File: src/rtl/countdown_multi.sv
// countdown_multi: interval timer with one-shot/periodic modes, pause/resume and a saturating period counter.
// Ports: clk, reset (async, active-high); clkena gates every state change (stat_done still clears).
//   ctrl_time/ctrl_mode/ctrl_div are latched at start; ctrl_run starts from IDLE; ctrl_pause holds
//   the count while high; ctrl_abort stops without completion.
//   stat_left = count, stat_busy = RUN|PAUSE, stat_paused = PAUSE, stat_done = end-of-interval pulse,
//   stat_periods = intervals completed since the last start.
// Define COUNTDOWN_MULTI_PRESCALE_EN to add a prescaler: one tick every ctrl_div+1 enabled cycles.
module countdown_multi #(
  parameter int WIDTH  = 8,
  parameter int CWIDTH = 8,
  parameter int PWIDTH = 4
) (
  input  logic              clk,
  input  logic              reset,
  input  logic              clkena,
  input  logic [WIDTH-1:0]  ctrl_time,
  input  logic              ctrl_mode,
  input  logic [PWIDTH-1:0] ctrl_div,
  input  logic              ctrl_run,
  input  logic              ctrl_pause,
  input  logic              ctrl_abort,
  output logic [WIDTH-1:0]  stat_left,
  output logic              stat_busy,
  output logic              stat_paused,
  output logic              stat_done,
  output logic [CWIDTH-1:0] stat_periods
);
  typedef enum logic [1:0] {IDLE, RUN, PAUSE} state_t;
  state_t state, state_d;
  logic [WIDTH-1:0] cnt, reload;
  logic [CWIDTH-1:0] periods;
  logic mode, done_q, busy, start, zero_run, active, tick, fire, last;
  assign busy = state != IDLE;
  assign start = clkena && !busy && ctrl_run && ctrl_time != '0;
  assign zero_run = clkena && !busy && ctrl_run && ctrl_time == '0;
  // A busy cycle with pause low counts, including the cycle that leaves PAUSE.
  assign active = clkena && busy && !ctrl_abort && !ctrl_pause;
  assign fire = active && tick;
  assign last = fire && cnt == WIDTH'(1);
`ifdef COUNTDOWN_MULTI_PRESCALE_EN
  logic [PWIDTH-1:0] pre, div_q;
  assign tick = clkena && pre == div_q;
  always_ff @(posedge clk or posedge reset)
    if (reset) begin
      pre <= '0;
      div_q <= '0;
    end else if (start) begin
      pre <= '0;
      div_q <= ctrl_div;
    end else if (clkena && busy && ctrl_abort) pre <= '0;
    else if (active) pre <= tick ? '0 : pre + 1'b1;
`else
  logic unused_div;
  assign unused_div = ^ctrl_div;
  assign tick = clkena;
`endif
  always_ff @(posedge clk or posedge reset)
    if (reset) state <= IDLE;
    else state <= state_d;
  always_comb begin
    state_d = start ? RUN
            : (!clkena || !busy) ? state
            : ctrl_abort ? IDLE
            : ctrl_pause ? PAUSE
            : (last && !mode) ? IDLE
            : RUN;
  end
  always_ff @(posedge clk or posedge reset)
    if (reset) begin
      cnt <= '0;
      reload <= '0;
      periods <= '0;
      mode <= 1'b0;
      done_q <= 1'b0;
    end else begin
      done_q <= zero_run || last;
      if (start) begin
        cnt <= ctrl_time;
        reload <= ctrl_time;
        mode <= ctrl_mode;
      end else if (fire) cnt <= last ? (mode ? reload : '0) : cnt - 1'b1;
      if (start || zero_run) periods <= '0;
      else if (last && periods != '1) periods <= periods + 1'b1;
    end
  always_comb begin
    stat_left = cnt;
    stat_busy = busy;
    stat_paused = state == PAUSE;
    stat_done = done_q;
    stat_periods = periods;
  end
endmodule
File: config.mk
export PLATFORM = sky130hd
export DESIGN_NAME = countdown_multi
export DESIGN_NICKNAME = d
export VERILOG_FILES = /design/src/rtl/countdown_multi.sv
export SDC_FILE = /design/constraint.sdc
export NUM_CORES = 1
export LEC_CHECK = 0
export CORE_MARGIN = 10
export CORE_UTILIZATION = 44
export CTS_CLUSTER_SIZE = 14
export DETAILED_ROUTE_END_ITERATION = 16
export GPL_ROUTABILITY_DRIVEN = 0
export PLACE_DENSITY_LB_ADDON = 0.12
export SYNTH_ARGS = -nofsm -noshare
export SYNTH_HDL_FRONTEND = slang
export SYNTH_SLANG_ARGS = --single-unit
File: constraint.sdc
create_clock -name clk -period 1.85 [get_ports clk]
set_clock_uncertainty 0.1 [all_clocks]
set_input_delay 0.2775 -clock clk [delete_from_list [all_inputs] [get_ports clk]]
set_output_delay 0.2775 -clock clk [all_outputs]
set_load 0.01 [all_outputs]
* Word level (Yosys, flattened, before mapping)
Cells that the tools add are included.
** Word-level totals
- Flip-flop bits (word level) :: 28
- Output and inout bits :: 19
- Input bits :: 19
** Cells by class
- $add $sub $neg :: 2
- Eq/ne operators :: 4
- Reduce and logical (&&, ||, !) cells :: 24
- Multiplexer cells :: 11
** Operators by type and width (number)
- 2-to-1 mux 8 bit :: 6
- logical AND 1 bit :: 11
- adder 8 x 1 -> 8 bit, second input constant :: 1
- == test 8 x 1 -> 1 bit, second input constant :: 1
- logical NOT 8 bit :: 1
- 2-to-1 mux 2 bit :: 4
- != test 8 bit, second input constant :: 1
- nonzero test 8 bit :: 1
- subtractor 8 x 1 -> 8 bit, second input constant :: 1
- nonzero test 2 bit :: 3
- logical NOT 1 bit :: 5
- logical OR 1 bit :: 3
- == test 2 bit, second input constant :: 1
- != test 2 bit, second input constant :: 1
- 2-to-1 mux 1 bit :: 1

* Longest topological paths before layout
- Depth in word-level cells :: 12
- Gate-level depth with buffers :: 8

* Least setup slack after synthesis
OpenSTA, ideal clock, no wires.
- Kind :: register to register
- From :: register cnt[3] (netlist: stat_left[3])
- To :: register cnt[7] (netlist: stat_left[7])
- Period minus slack after synthesis :: 1999 ps
- Cell stages (with the launch flop) :: 6
- Setup slack :: -149 ps
- Buffers on the path :: 0
- Library setup time :: 124 ps
- Arrival :: 1775 ps
- Path through :: dfrtp_1 -> or4_1 -> nor4_1 -> mux2i_1 -> nor2_1 -> a211o_1
** On the way
- Word-level cells in the longest chain between the ends :: 5
- Elaborated cells between the ends (all ways) :: 6
- Those cells by class :: add/sub (1); eq/ne (1); mux (3); reduce/logical (1)
** RTL lines
- from (decl) :: RTL line 30 : logic [WIDTH-1:0] cnt, reload;
- from (signal assigned) :: RTL line 78 : cnt <= ctrl_time;
- from (signal assigned) :: RTL line 81 : end else if (fire) cnt <= last ? (mode ? reload : '0) : cnt - 1'b1;
- parallel branches: the longest is 2 deep, another holds subtractor 8 x 1 -> 8 bit
- 2-to-1 mux 8 bit (*) (2 in a row) :: RTL line 81
- 2-to-1 mux 8 bit (*) :: RTL line 77 : if (start) begin
Every way passes the cells marked *. The select of a mux whose other input is x is not followed.
A chain may end at the register's enable or synchronous reset.

* Worst setup path in the final report
- From :: register cnt[1] (netlist: stat_left[1])
- To :: register periods[2] (netlist: stat_periods[2])
** On the way
- Word-level cells in the longest chain between the ends :: 4
** RTL lines
- == test 8 x 1 -> 1 bit :: RTL line 39 : assign last = fire && cnt == WIDTH'(1);
- logical AND 1 bit :: RTL line 39
- logical AND 1 bit :: RTL line 83 : else if (last && periods != '1) periods <= periods + 1'b1;
- nonzero test 2 bit (no source line)
- to (signal assigned) :: RTL line 83
- to (decl) :: RTL line 31 : logic [CWIDTH-1:0] periods;
Every way passes these cells.

==> impl_metrics.py <==
metrics = {
    "timing": {
        "slew_viol_final": 0,
        "relSlewSlack": 0.753,
        "fin_crit_ns": 1.92,
        "worstMarginPinSlew_ns": 0.371,
        "setup_ws_ns": -0.0720,
        "rsz0062_at_grt": "true",
        "report.final.setup_viol": 6,
        "hold_ws_ns": 0.202,
        "finalHoldViolations": 0,
        "timing.final.crit_share": 1.04,
        "fin_tns_setup_ns": -0.252,
        "fmax_mhz": 520,
    },
    "global_routing": {
        "gr-usage-met3": 0.0327,
        "antenna_found_initial": 0,
        "track_usage": 0.148,
        "grt_pass1_wl_um": 7820,
        "grt_max_degree": 29,
        "grt_pass1_vias": 1627,
        "gr-max-usage-layer": "met2",
        "use_met2": 0.237,
        "met1_usage": 0.199,
        "grt-ovfl-total": 0,
    },
    "cells_and_area": {
        "antenna_cells": 0,
        "syn2layout_area_growth_pct": 60.2,
        "nets": 260,
        "layout-drive-gt1-share": 0.329,
        "finalCoreUtilization": 0.735,
    },
    "logic_synthesis": {
        "yosys.area.top_type_share": 0.454,
        "synth_edf_count": 0,
        "synth_largest_area_cell": "dfrtp_1",
        "synth-seq-cells": 28,
        "syn_nets": 184,
        "seq_area_frac_synth": 0.454,
        "synth_top_cells_by_count": "dfrtp_1 (28), nand2_1 (16), nor2_1 (16)",
        "yosysUniqueCellTypes": 45,
        "syn_area_um2": 1540,
        "synthFlopType": "dfrtp_1",
        "async_flop_share": 1.00,
        "avgSynthCellArea_um2": 9.53,
        "synth_most_common_cell": "dfrtp_1",
        "synth.area.top_cells": "dfrtp_1 (45%), a22o_1 (4.0%), nand2_1 (3.9%), nor2_1 (3.9%), xnor2_1 (3.4%)",
        "synth_cells": 162,
        "ys_warn_count": 0,
    },
    "floorplan": {
        "initial_core_util": 0.459,
        "die_height_um": 79.2,
        "die_width_um": 79.2,
        "core_area_um2": 3360,
        "die_area_um2": 6280,
        "io_pins": 38,
        "num_rows": 21,
    },
    "routing": {
        "drtPass1Iterations": 4,
        "wl_per_cell_um": 17.0,
        "route.detailed.drc": 0,
        "wl_um": 4820,
        "via_per_inst": 5.67,
        "antenna_left": 0,
        "drtIter0Drc": 105,
        "via_count": 1606,
    },
    "run_status": {
        "violations": "negative setup slack",
        "status": "complete, but fails checks",
    },
    "cts": {
        "root_buffer": "clkbuf_4",
        "cts_buffers": 3,
        "h-tree-depth": 1,
        "cts.sinks": 28,
        "hold_buffers": 0,
        "clk_pin_slew_worst_paths_ns": 0.15,
        "clk_latency_ns": 0.33,
        "clockBufferDepth": 2,
        "cts_tree": "built",
    },
    "placed_design": {
        "port_buffers": 33,
        "hpwl_um": 3390,
        "pre_cts_slack_ns": -0.379,
    },
    "job": {
        "cap_viol_max_count": 0,
    },
    "power_and_ir_drop": {
        "power-per-cell-area_nw_per_um2": 1050,
        "p_leak_nw": 1.09,
        "peakVddDrop_v": 0.000490,
        "power.total_mw": 2.61,
    },
    "critical_path": {
        "endpoint_kind": "flop",
        "cp_max_fo": 5,
        "critPathArrivalTime_ns": 2.06,
        "cp-start-kind": "flop",
        "criticalPathCategory": "reg2reg",
        "rrSetupSlack_ns": -0.07,
        "critical_path_required_ns": 1.99,
    },
    "hold_path": {
        "hold_class": "in2async",
    },
}
state kept, by name, indices dropped and copies added, names as in the netlist:
name          count
state             2
reload            8
stat_periods      8
stat_left         8
mode              1
stat_done         1
cell families (layout without fill, tap and decap cells):
logic type,Yosys count,count (layout),share of synthesized area
xor+xnor,6,6,0.0340
fa+ha+maj,3,3,0.0243
flops,28,28,0.454
simple gates,71,72,0.262
mux,2,2,0.0130
buf+inv,12,86,0.0357
compound gates,40,40,0.177
what timing repair did:
| item | 4_1_cts | 5_1_grt |
|---|---|---|
| gates resized for setup | 18 | 25 |
| buffers inserted | 5 | 5 |
| pin swaps | 4 | 16 |
| setup endpoints to repair | 15 | 19 |
| cloned | 1 | 0 |
worst paths after layout:
check	start	end	cells past startpoint
max in group asynchronous	reset	stat_periods[0]	3
min reg2reg	reload[1]	reload[1]	1
min in group clk	ctrl_mode	mode	3
max	stat_left[1]	stat_periods[2]	9
min	reset	state[1]	3
max reg2reg	stat_left[1]	stat_periods[2]	9
layout by cell type, fill, tap and decap left out, drive strengths merged, types with 2 or more instances in the layout:
cell type      count
a21boi             2
a21oi              9
a22o               7
a22oi              4
and2               2
buf               45
clkbuf             4
clkdlybuf4s50     26
dfrtp             28
dlygate4sd2        3
dlymetal6s2s       3
ha                 3
inv                4
mux2i              2
nand2             16
nand2b             2
nand3             10
nand4              3
nor2              16
nor2b              2
nor3               7
nor3b              4
nor4               5
o21ai              8
xnor2              6
metal layers:
layer,part of all wire,wire (um)
met1,0.45,2190
met2,0.49,2350
met3,0.053,253
met4,0.0048,23
met5,0,0
layout make-up:
| type | instances | area, um2 |
|---|---|---|
| Fill cell | 270 | 890 |
| Timing Repair Buffer | 78 | 683 |
| Sequential cell | 28 | 704 |
| Clock buffer | 4 | 36.3 |
| Tap cell | 46 | 57.6 |
| Multi-Input combinational cell | 123 | 975 |
| Inverter | 4 | 17.5 |
through the flow:
stage | cells | area (um2)
after floorplan | 162 | 1580
after CTS | 278 | 2340
after global routing | 283 | 2470
after detailed placement | 268 | 2200
final | 283 | 2470
after global placement | 268 | 2200
power breakdown:
group / switching, mW / total, mW / internal [mW]
Combinational: 0.648 / 1.37 / 0.725
Clock: 0.186 / 0.307 / 0.120
Sequential: 0.151 / 0.928 / 0.778
critical path, stage by stage, from the launching register on:
cell     delay, ns
dfrtp_1       0.41
buf_4         0.14
inv_4         0.05
ha_4          0.12
nor3b_4       0.18
buf_6         0.16
nand4_4       0.19
nor3b_2       0.27
xnor2_1       0.14
nor2_1        0.06
Note: power is estimated with default switching activity, not from simulation.
